### config.mk
export PLATFORM = sky130hd
export DESIGN_NAME = ps2_host_tx
export DESIGN_NICKNAME = d
export VERILOG_FILES = /design/src/rtl/ps2_host_tx.sv
export SDC_FILE = /design/constraint.sdc
export NUM_CORES = 1
export LEC_CHECK = 0
export BUFFER_PORTS_ARGS = -buffer_cell sky130_fd_sc_hd__buf_2
export CAP_MARGIN = 30
export CORE_ASPECT_RATIO = 1.1
export CORE_UTILIZATION = 50
export CTS_CLUSTER_SIZE = 28
export DETAILED_ROUTE_END_ITERATION = 8
export PLACE_DENSITY = 0.79
export SYNTH_ARGS = -nofsm -noshare
export SYNTH_HDL_FRONTEND = slang
export SYNTH_SLANG_ARGS = --single-unit
### constraint.sdc
create_clock -name clk -period 3.3 [get_ports clk]
set_input_delay 0.165 -clock clk [delete_from_list [all_inputs] [get_ports clk]]
set_output_delay 0.165 -clock clk [all_outputs]
set_load 0.03 [all_outputs]
### src/rtl/ps2_host_tx.sv
// ps2_host_tx: PS/2 host-to-device command transmitter with open-drain line control,
// request-to-send sequencing, device-clocked shifting, ACK check and timeouts.
module ps2_host_tx #(
  parameter int INHIBIT_CYCLES     = 5000,
  parameter int FIRST_EDGE_TIMEOUT = 750000,
  parameter int BIT_TIMEOUT        = 100000,
  parameter int CNT_W              = 20
) (
  input  logic       clk,
  input  logic       rst,
  input  logic       tx_valid,
  input  logic [7:0] tx_data,
  output logic       tx_ready,
  output logic       busy,
  output logic       tx_done,
  output logic       tx_error,
  input  logic       ps2_clk_in,
  input  logic       ps2_data_in,
  output logic       ps2_clk_drive_low,
  output logic       ps2_data_drive_low
);
  typedef enum logic [2:0] {IDLE, INHIBIT, RTS, SHIFT, ACK, WAIT_IDLE, DONE, ERROR} state_t;
  localparam logic [CNT_W-1:0] INH_LAST = CNT_W'(INHIBIT_CYCLES - 1);
  localparam logic [CNT_W-1:0] FIRST_TO = CNT_W'(FIRST_EDGE_TIMEOUT);
  localparam logic [CNT_W-1:0] BIT_TO   = CNT_W'(BIT_TIMEOUT);
  state_t           state_q, state_d;
  logic [1:0]       clk_sync_q, clk_sync_d, data_sync_q, data_sync_d;
  logic             clk_prev_q, clk_prev_d;
  logic [CNT_W-1:0] cnt_q, cnt_d;
  logic [9:0]       shift_q, shift_d;
  logic [3:0]       bit_q, bit_d;
  logic             data_low_q, data_low_d;
  logic             clk_s, data_s, fall, timeout;
  assign clk_s   = clk_sync_q[1];
  assign data_s  = data_sync_q[1];
  assign fall    = clk_prev_q & ~clk_s;
  assign timeout = cnt_q >= ((state_q == RTS) ? FIRST_TO : BIT_TO);
  always_ff @(posedge clk or negedge rst) begin
    if (!rst) begin
      state_q     <= IDLE;
      clk_sync_q  <= 2'b11;
      data_sync_q <= 2'b11;
      clk_prev_q  <= 1'b1;
      cnt_q       <= '0;
      shift_q     <= '0;
      bit_q       <= '0;
      data_low_q  <= 1'b0;
    end else begin
      state_q     <= state_d;
      clk_sync_q  <= clk_sync_d;
      data_sync_q <= data_sync_d;
      clk_prev_q  <= clk_prev_d;
      cnt_q       <= cnt_d;
      shift_q     <= shift_d;
      bit_q       <= bit_d;
      data_low_q  <= data_low_d;
    end
  end
  // Every edge restarts the cycle counter, so an edge always beats a same-cycle timeout.
  always_comb begin
    clk_sync_d  = {clk_sync_q[0], ps2_clk_in};
    data_sync_d = {data_sync_q[0], ps2_data_in};
    clk_prev_d  = clk_s;
    state_d     = state_q;
    cnt_d       = (&cnt_q) ? cnt_q : cnt_q + 1'b1;
    shift_d     = shift_q;
    bit_d       = bit_q;
    data_low_d  = data_low_q;
    case (state_q)
      IDLE: begin
        cnt_d      = '0;
        data_low_d = 1'b0;
        if (tx_valid) begin
          state_d = INHIBIT;
          shift_d = {1'b1, ~^tx_data, tx_data};
          bit_d   = '0;
        end
      end
      INHIBIT: if (cnt_q >= INH_LAST) begin
        state_d    = RTS;
        cnt_d      = '0;
        data_low_d = 1'b1;
      end
      RTS, SHIFT: begin
        if (fall) begin
          cnt_d      = '0;
          data_low_d = ~shift_q[0];
          shift_d    = {1'b0, shift_q[9:1]};
          bit_d      = bit_q + 1'b1;
          state_d    = (bit_q == 4'd9) ? ACK : SHIFT;
        end else if (timeout) begin
          state_d    = ERROR;
          data_low_d = 1'b0;
        end
      end
      ACK: begin
        if (fall) begin
          cnt_d   = '0;
          state_d = data_s ? ERROR : WAIT_IDLE;
        end else if (timeout) state_d = ERROR;
      end
      WAIT_IDLE: begin
        if (clk_s && data_s) state_d = DONE;
        else if (fall) cnt_d = '0;
        else if (timeout) state_d = ERROR;
      end
      DONE, ERROR: begin
        state_d    = IDLE;
        data_low_d = 1'b0;
      end
      default: state_d = IDLE;
    endcase
  end
  always_comb begin
    tx_ready           = state_q == IDLE;
    busy               = state_q != IDLE;
    tx_done            = state_q == DONE;
    tx_error           = state_q == ERROR;
    ps2_clk_drive_low  = state_q == INHIBIT;
    ps2_data_drive_low = data_low_q && (state_q == RTS || state_q == SHIFT);
  end
endmodule

# Yosys cells after proc, flatten, opt, wreduce, memory -nomap -nowiden
# Index checks and enable logic that the tools add are counted.
totals:
  ff_bits: 43
  latch_bits: 0
  ramBits: 0
  mem_bits_ro: 0
  input_bits: 13
  out_inout_bits: 6
  wordCells: 70
  memories: 0
classes:
  addsub: 2
  mul: 0
  div: 0
  order_cmp: 2
  n_eq_ne: 13
  n_shift: 0
  mux: 26
  n_bitwise: 3
  n_reduce_logical: 16
ops:
  columns: ["operator", "count"]
  rows:
  - ["2-to-1 mux 20 bit", 5]
  - ["case mux 20 bit (4 select lines)", 1]
  - ["2-to-1 mux 3 bit", 8]
  - ["adder 20 x 1 -> 20 bit, second input constant", 1]
  - ["greater-or-equal comparator 20 x 13 -> 1 bit, second input constant", 1]
  - ["greater-or-equal comparator 20 bit", 1]
  - ["2-to-1 mux 10 bit", 2]
  - ["case mux 10 bit (2 select lines)", 1]
  - ["AND reduction 20 bit", 1]
  - ["case mux 3 bit (6 select lines)", 1]
  - ["== test 3 bit, second input constant", 4]
  - ["AND reduction 3 bit", 3]
  - ["2-to-1 mux 4 bit", 2]
  - ["case mux 4 bit (2 select lines)", 1]
  - ["XNOR reduction 8 bit", 1]
  - ["== test 3 x 2 -> 1 bit, second input constant", 2]
  - ["inequality test 3 bit, second input constant", 2]
  - ["nonzero test 3 bit", 2]
  - ["OR reduction 3 bit", 2]
  - ["adder 4 x 1 -> 4 bit, second input constant", 1]
  - ["== test 4 bit, second input constant", 1]
  - ["inequality test 2 bit, second input constant", 2]
  - ["OR reduction 2 bit", 2]
  - ["== test 3 x 1 -> 1 bit, second input constant", 1]
  - ["10 further kinds", 14]

# Depth between registers and ports, before layout
depth:
  ltp_word: 7
  ltp_mapped: 8
  mapped_depth_nobuf: 7

# Worst setup path after synthesis
# No wires, ideal clock.
synth_path:
  path_type: "register -> register"
  from: "register state_q[2]"
  to: "register state_q[2]"
  setup_ns: 0.126
  arrival_time_ns: 2.484
  required_time_ns: 3.174
  path_slack_ns: 0.689
  stages_incl_launch_ff: 9
  path_buffers: 1
  period_less_slack_ns: 2.611
  path_cell_list: "dfrtp_1 -> or3b_2 -> clkbuf_1 -> ha_1 -> a21oi_1 -> a211oi_1 -> nor4b_2 -> nand2_1 -> a311o_1"
synth_via:
  elab_chain_cells: 7
  elab_cells_between_ends: 22
  cone_classes: "order compare: 1; eq/ne: 10; mux: 7; reduce/logical: 4"
synth_lines:
  columns: ["element", "line_no", "text"]
  rows:
  - ["from (decl)", "26", "state_t state_q, state_d;"]
  - ["from (signal assigned)", "49", "state_q <= state_d;"]
  - ["== test 3 x 2 -> 1 bit", "37, 69", null]
  - ["2-to-1 mux 20 bit", "37", "assign timeout = cnt_q >= ((state_q == RTS) ? FIRST_TO : BIT_TO);"]
  - ["greater-or-equal comparator 20 bit", "37", null]
  - ["2-to-1 mux 3 bit (3 in a row)", null, null]
  - ["case mux 3 bit (6 select lines)", "69", "case (state_q)"]
# Parallel ways exist; a longest one is shown, timed or not. The select of a mux whose other input is x is not followed.
# A chain may end at the register's enable or synchronous reset.

# Worst setup path in the final report
layout_path:
  from: "register state_q[1]"
  to: "register state_q[2]"
# Same word-level chain as after synthesis.

==> metrics.txt <==
# TYPE chip_impl_metric gauge
chip_impl_metric{name="fillCellCount",unit=""} 426
chip_impl_metric{name="post_cts_repair_setup_buffers",unit=""} 0
chip_impl_metric{name="post-place-cells",unit=""} 351
chip_impl_info{name="clockRootBuffer",value="sky130_fd_sc_hd__clkbuf_8"} 1
chip_impl_metric{name="power.leakage",unit="µW"} 0.00120
chip_impl_info{name="critical_path.top_delay_family",value="simple AND/OR/NAND/NOR gates"} 1
chip_impl_metric{name="multiInputGateArea",unit="mm²"} 0.00144
chip_impl_metric{name="p_int",unit="µW"} 1210
chip_impl_metric{name="ctsHoldBuffers",unit=""} 2
chip_impl_info{name="netlist_top_cells_count",value="sky130_fd_sc_hd__dfrtp_1 (38), sky130_fd_sc_hd__nor2_1 (36), sky130_fd_sc_hd__a21oi_1 (19)"} 1
chip_impl_metric{name="final_min_period_over_clock_period",unit="%"} 90.1
chip_impl_info{name="path_class",value="register to register"} 1
chip_impl_metric{name="setup_tns",unit="ns"} 0
chip_impl_metric{name="worst-path-buf-inv",unit=""} 0
chip_impl_info{name="yosysMostFrequentCell",value="sky130_fd_sc_hd__dfrtp_1"} 1
chip_impl_metric{name="synthToLayoutAreaGrowth",unit="%"} 9.60
chip_impl_metric{name="timing.critical_path.arrival",unit="ns"} 3.17
chip_impl_metric{name="htree_num_levels",unit=""} 2
chip_impl_metric{name="slew_viol_final",unit=""} 0
chip_impl_metric{name="routed_wl",unit="mm"} 5.60
chip_impl_info{name="critical_path.cell_chain",value="or3b_2 -> ha_1 -> a21oi_1 -> a211oi_1 -> nor4b_2 -> nand2_1 -> a311o_1"} 1
chip_impl_metric{name="clock.fmax",unit="MHz"} 336
chip_impl_metric{name="post_cts_resized",unit=""} 0
chip_impl_metric{name="gr_layer_usage_met2",unit="%"} 35.5
chip_impl_metric{name="floorplan.rows",unit=""} 27
chip_impl_metric{name="cap_viol_max_count",unit=""} 0
chip_impl_info{name="run_status",value="finished, final reports clean"} 1
chip_impl_metric{name="seq_area_frac_synth",unit="%"} 40.7
chip_impl_metric{name="core_area",unit="mm²"} 0.00507
chip_impl_metric{name="final_antenna_net_count",unit=""} 0
chip_impl_metric{name="met1_capacity_usage_during_global_routing",unit="%"} 28.4
chip_impl_metric{name="post-route-worst-setup-slack",unit="ns"} 0.328
chip_impl_info{name="top_area_cells_in_the_synthesized_netlist",value="sky130_fd_sc_hd__dfrtp_1 (36%), sky130_fd_sc_hd__nor2_1 (5.1%), sky130_fd_sc_hd__dfstp_2 (4.9%), sky130_fd_sc_hd__xnor2_1 (4.9%), sky130_fd_sc_hd__ha_1 (4.7%)"} 1
chip_impl_metric{name="fin_cells",unit=""} 363
chip_impl_metric{name="finalNetCount",unit=""} 327
chip_impl_info{name="min-delay-path-class",value="input pin to register"} 1
chip_impl_metric{name="pwr-share-comb",unit="%"} 34.1
chip_impl_info{name="endpoint_kind",value="register"} 1
chip_impl_metric{name="synth-edff-count",unit=""} 0
chip_impl_metric{name="dieWidth",unit="µm"} 71.5
chip_impl_metric{name="worst_pin_slew",unit="ns"} 0.557
chip_impl_metric{name="dr_total_vias",unit=""} 2245
chip_impl_metric{name="cts.sinks",unit=""} 43
chip_impl_metric{name="dp_slack",unit="ns"} 0.387
chip_impl_metric{name="cp_slowest_stage_delay",unit="ns"} 0.62
chip_impl_metric{name="final_layout_size_suffix_gt1_share",unit="%"} 13.8
chip_impl_metric{name="gp_routability_congestion",unit=""} 0.885
chip_impl_metric{name="fin_skew",unit="ns"} 0.0135
chip_impl_info{name="slowest_stage",value="sky130_fd_sc_hd__or3b_2"} 1
chip_impl_metric{name="design.portCount",unit=""} 19
chip_impl_metric{name="register_area",unit="mm²"} 0.00108
chip_impl_metric{name="design.die.area",unit="mm²"} 0.00561
chip_impl_metric{name="power_switching",unit="µW"} 707
chip_impl_metric{name="synthesis.nets",unit=""} 314
chip_impl_metric{name="pwr-share-clk",unit="%"} 25.6
chip_impl_info{name="global_route.peak_usage_layer",value="met2"} 1
chip_impl_info{name="dominantRegCellSynth",value="sky130_fd_sc_hd__dfrtp_1"} 1
chip_impl_metric{name="total_of_warnings_raised_by_yosys",unit=""} 0
chip_impl_metric{name="largest_net_degree_at_the_start_of_global_routing",unit=""} 44
chip_impl_metric{name="worst-path-max-fanout",unit=""} 16
chip_impl_metric{name="p_total",unit="µW"} 1910
chip_impl_metric{name="grtUsageMet3",unit="%"} 2.95
chip_impl_info{name="cts_tree",value="yes"} 1
chip_impl_metric{name="drc_errors",unit=""} 0
chip_impl_metric{name="drt-initial-drc-count",unit=""} 122
chip_impl_metric{name="ctsLongestPathBuffers",unit=""} 2
chip_impl_metric{name="final_hold_viol_count",unit=""} 0
chip_impl_metric{name="finish.utilization",unit="%"} 57.5
chip_impl_metric{name="antenna_found_initial",unit=""} 0
chip_impl_metric{name="synth_top_area_share",unit="%"} 35.8
chip_impl_metric{name="finalWorstPathRequiredPeriod",unit="ns"} 2.97
chip_impl_metric{name="syn-mean-instance-area",unit="µm²"} 9.14
chip_impl_info{name="grt_setup_unrepaired",value="false"} 1
chip_impl_metric{name="critPathRequiredTime",unit="ns"} 3.50
chip_impl_metric{name="clk_transition_reported_paths",unit="ns"} 0.09
chip_impl_metric{name="netSwitchingFraction",unit="%"} 36.9
chip_impl_metric{name="grt_pass1_vias",unit=""} 2137
chip_impl_metric{name="drt-vias-per-instance",unit=""} 6.18
chip_impl_info{name="worstSetupStartpointType",value="register"} 1
chip_impl_metric{name="average_routed_wire_per_standard_cell",unit="µm"} 15.4
chip_impl_metric{name="grt_first_pass_wirelength",unit="mm"} 9.65
chip_impl_metric{name="setup-violations-final",unit=""} 0
chip_impl_metric{name="synth_cells",unit=""} 291
chip_impl_metric{name="groute.usage.overall",unit="%"} 21.5
chip_impl_metric{name="port-buffer-count",unit=""} 18
chip_impl_metric{name="chipHeight",unit="µm"} 78.5
chip_impl_metric{name="worst_slew_margin_rel",unit="%"} 61.9
chip_impl_metric{name="async_sr_flop_fraction",unit="%"} 100
chip_impl_metric{name="detailed_routing_iteration_count_for_the_pre_antenna_repair_pass",unit=""} 4
chip_impl_metric{name="synth.lib_cells_used.distinct",unit=""} 58
chip_impl_metric{name="peakVddDrop",unit="mV"} 0.267
chip_impl_metric{name="clock_insertion_delay_worst_skew",unit="ns"} 0.31
chip_impl_metric{name="synth.cell_area",unit="mm²"} 0.00266
chip_impl_info{name="synth.largest_area_cell",value="sky130_fd_sc_hd__dfrtp_1"} 1
chip_impl_metric{name="grt_overflow",unit=""} 0
chip_impl_metric{name="detailedPlacementHpwl",unit="mm"} 3.87
chip_impl_metric{name="antenna-diode-count",unit=""} 0
chip_impl_metric{name="start_util",unit="%"} 52.5
chip_impl_metric{name="power.sequential.fraction",unit="%"} 40.3
chip_impl_metric{name="flops_latches_synth",unit=""} 43
chip_impl_metric{name="power.density",unit="mW/mm²"} 657
chip_impl_metric{name="cts-buffers-inserted",unit=""} 5
registers in the layout, indices dropped and copies added, names as in the netlist:
name and count:
cnt_q 20, data_low_q 1, state_q 3, data_sync_q 2
bit_q 4, clk_sync_q 2, shift_q 10, clk_prev_q 1
per-layer routing:
metal / wire (µm) / up-vias
li1: - / 1081
met1: 2590 / 1102
met2: 2710 / 56
met3: 208 / 6
met4: 80 / 0
met5: 0 / -
layout by cell type, fill, tap and decap left out, drive strengths merged, types with 6 or more instances in the layout:
cell,count
a21oi,20
o22ai,9
xnor2,15
o21ai,9
inv,11
nand3,12
nand2,18
clkbuf,6
nor3,6
buf,20
and3,8
ha,10
nor2,36
nand4,7
dfrtp,38
power by group through the flow:
| stage | clock (µW) | combinational (µW) | sequential (µW) |
|---|---|---|---|
| after CTS | 492 | 653 | 767 |
| after global routing | 511 | 734 | 791 |
| after detailed placement | 0 | 650 | 778 |
| after global placement | 0 | 636 | 771 |
| after floorplan | 0 | 544 | 730 |
| final | 491 | 653 | 771 |
through the flow:
stage / area (µm²) / hold WS (ns)
after detailed placement: 2730 / 0.271
after global placement: 2730 / 0.270
final: 2910 / 0.148
after floorplan: 2660 / -0.131
after CTS: 2880 / 0.0384
after global routing: 2910 / 0.158
worst reg2reg max path: cells and delay by family, from the launching register on:
family	cells	cell delay, ns
flip-flops	1	0.60
AND/OR/NAND/NOR	3	1.16
adder cells (fa/ha/maj)	1	0.36
AO/OA/AOI/OAI	3	0.75
cells by family after synthesis:
family          count (synthesis)  synth area share [%]
simple gates                  122                  24.8
compound gates                 68                  17.8
flops                          43                  40.7
buf+inv                        28                  5.22
xor+xnor                       15                  4.94
fa+ha+maj                      11                  5.08
mux                             4                  1.51
final timing paths:
check	startpoint	endpoint	slack (ns)	depth (start not counted)
min	tx_valid	state_q[0]	0.15	2
min in group asynchronous	rst	state_q[2]	0.30	2
max reg2reg	state_q[1]	state_q[2]	0.33	7
min reg2reg	clk_sync_q[0]	clk_sync_q[1]	0.36	0
max in group asynchronous	rst	clk_sync_q[1]	2.44	3
max	state_q[1]	state_q[2]	0.33	7
area by class of cell:
class                      instances  share of cell area, %
clock inverter                     2                   2.06
timing repair buffer              23                   5.07
tap                               58                   2.49
sequential                        43                   37.1
multi-input combinational        220                   49.3
inverter                          11                   1.42
clock buffer                       6                   2.49
Note: power is estimated with default switching activity, not from simulation.
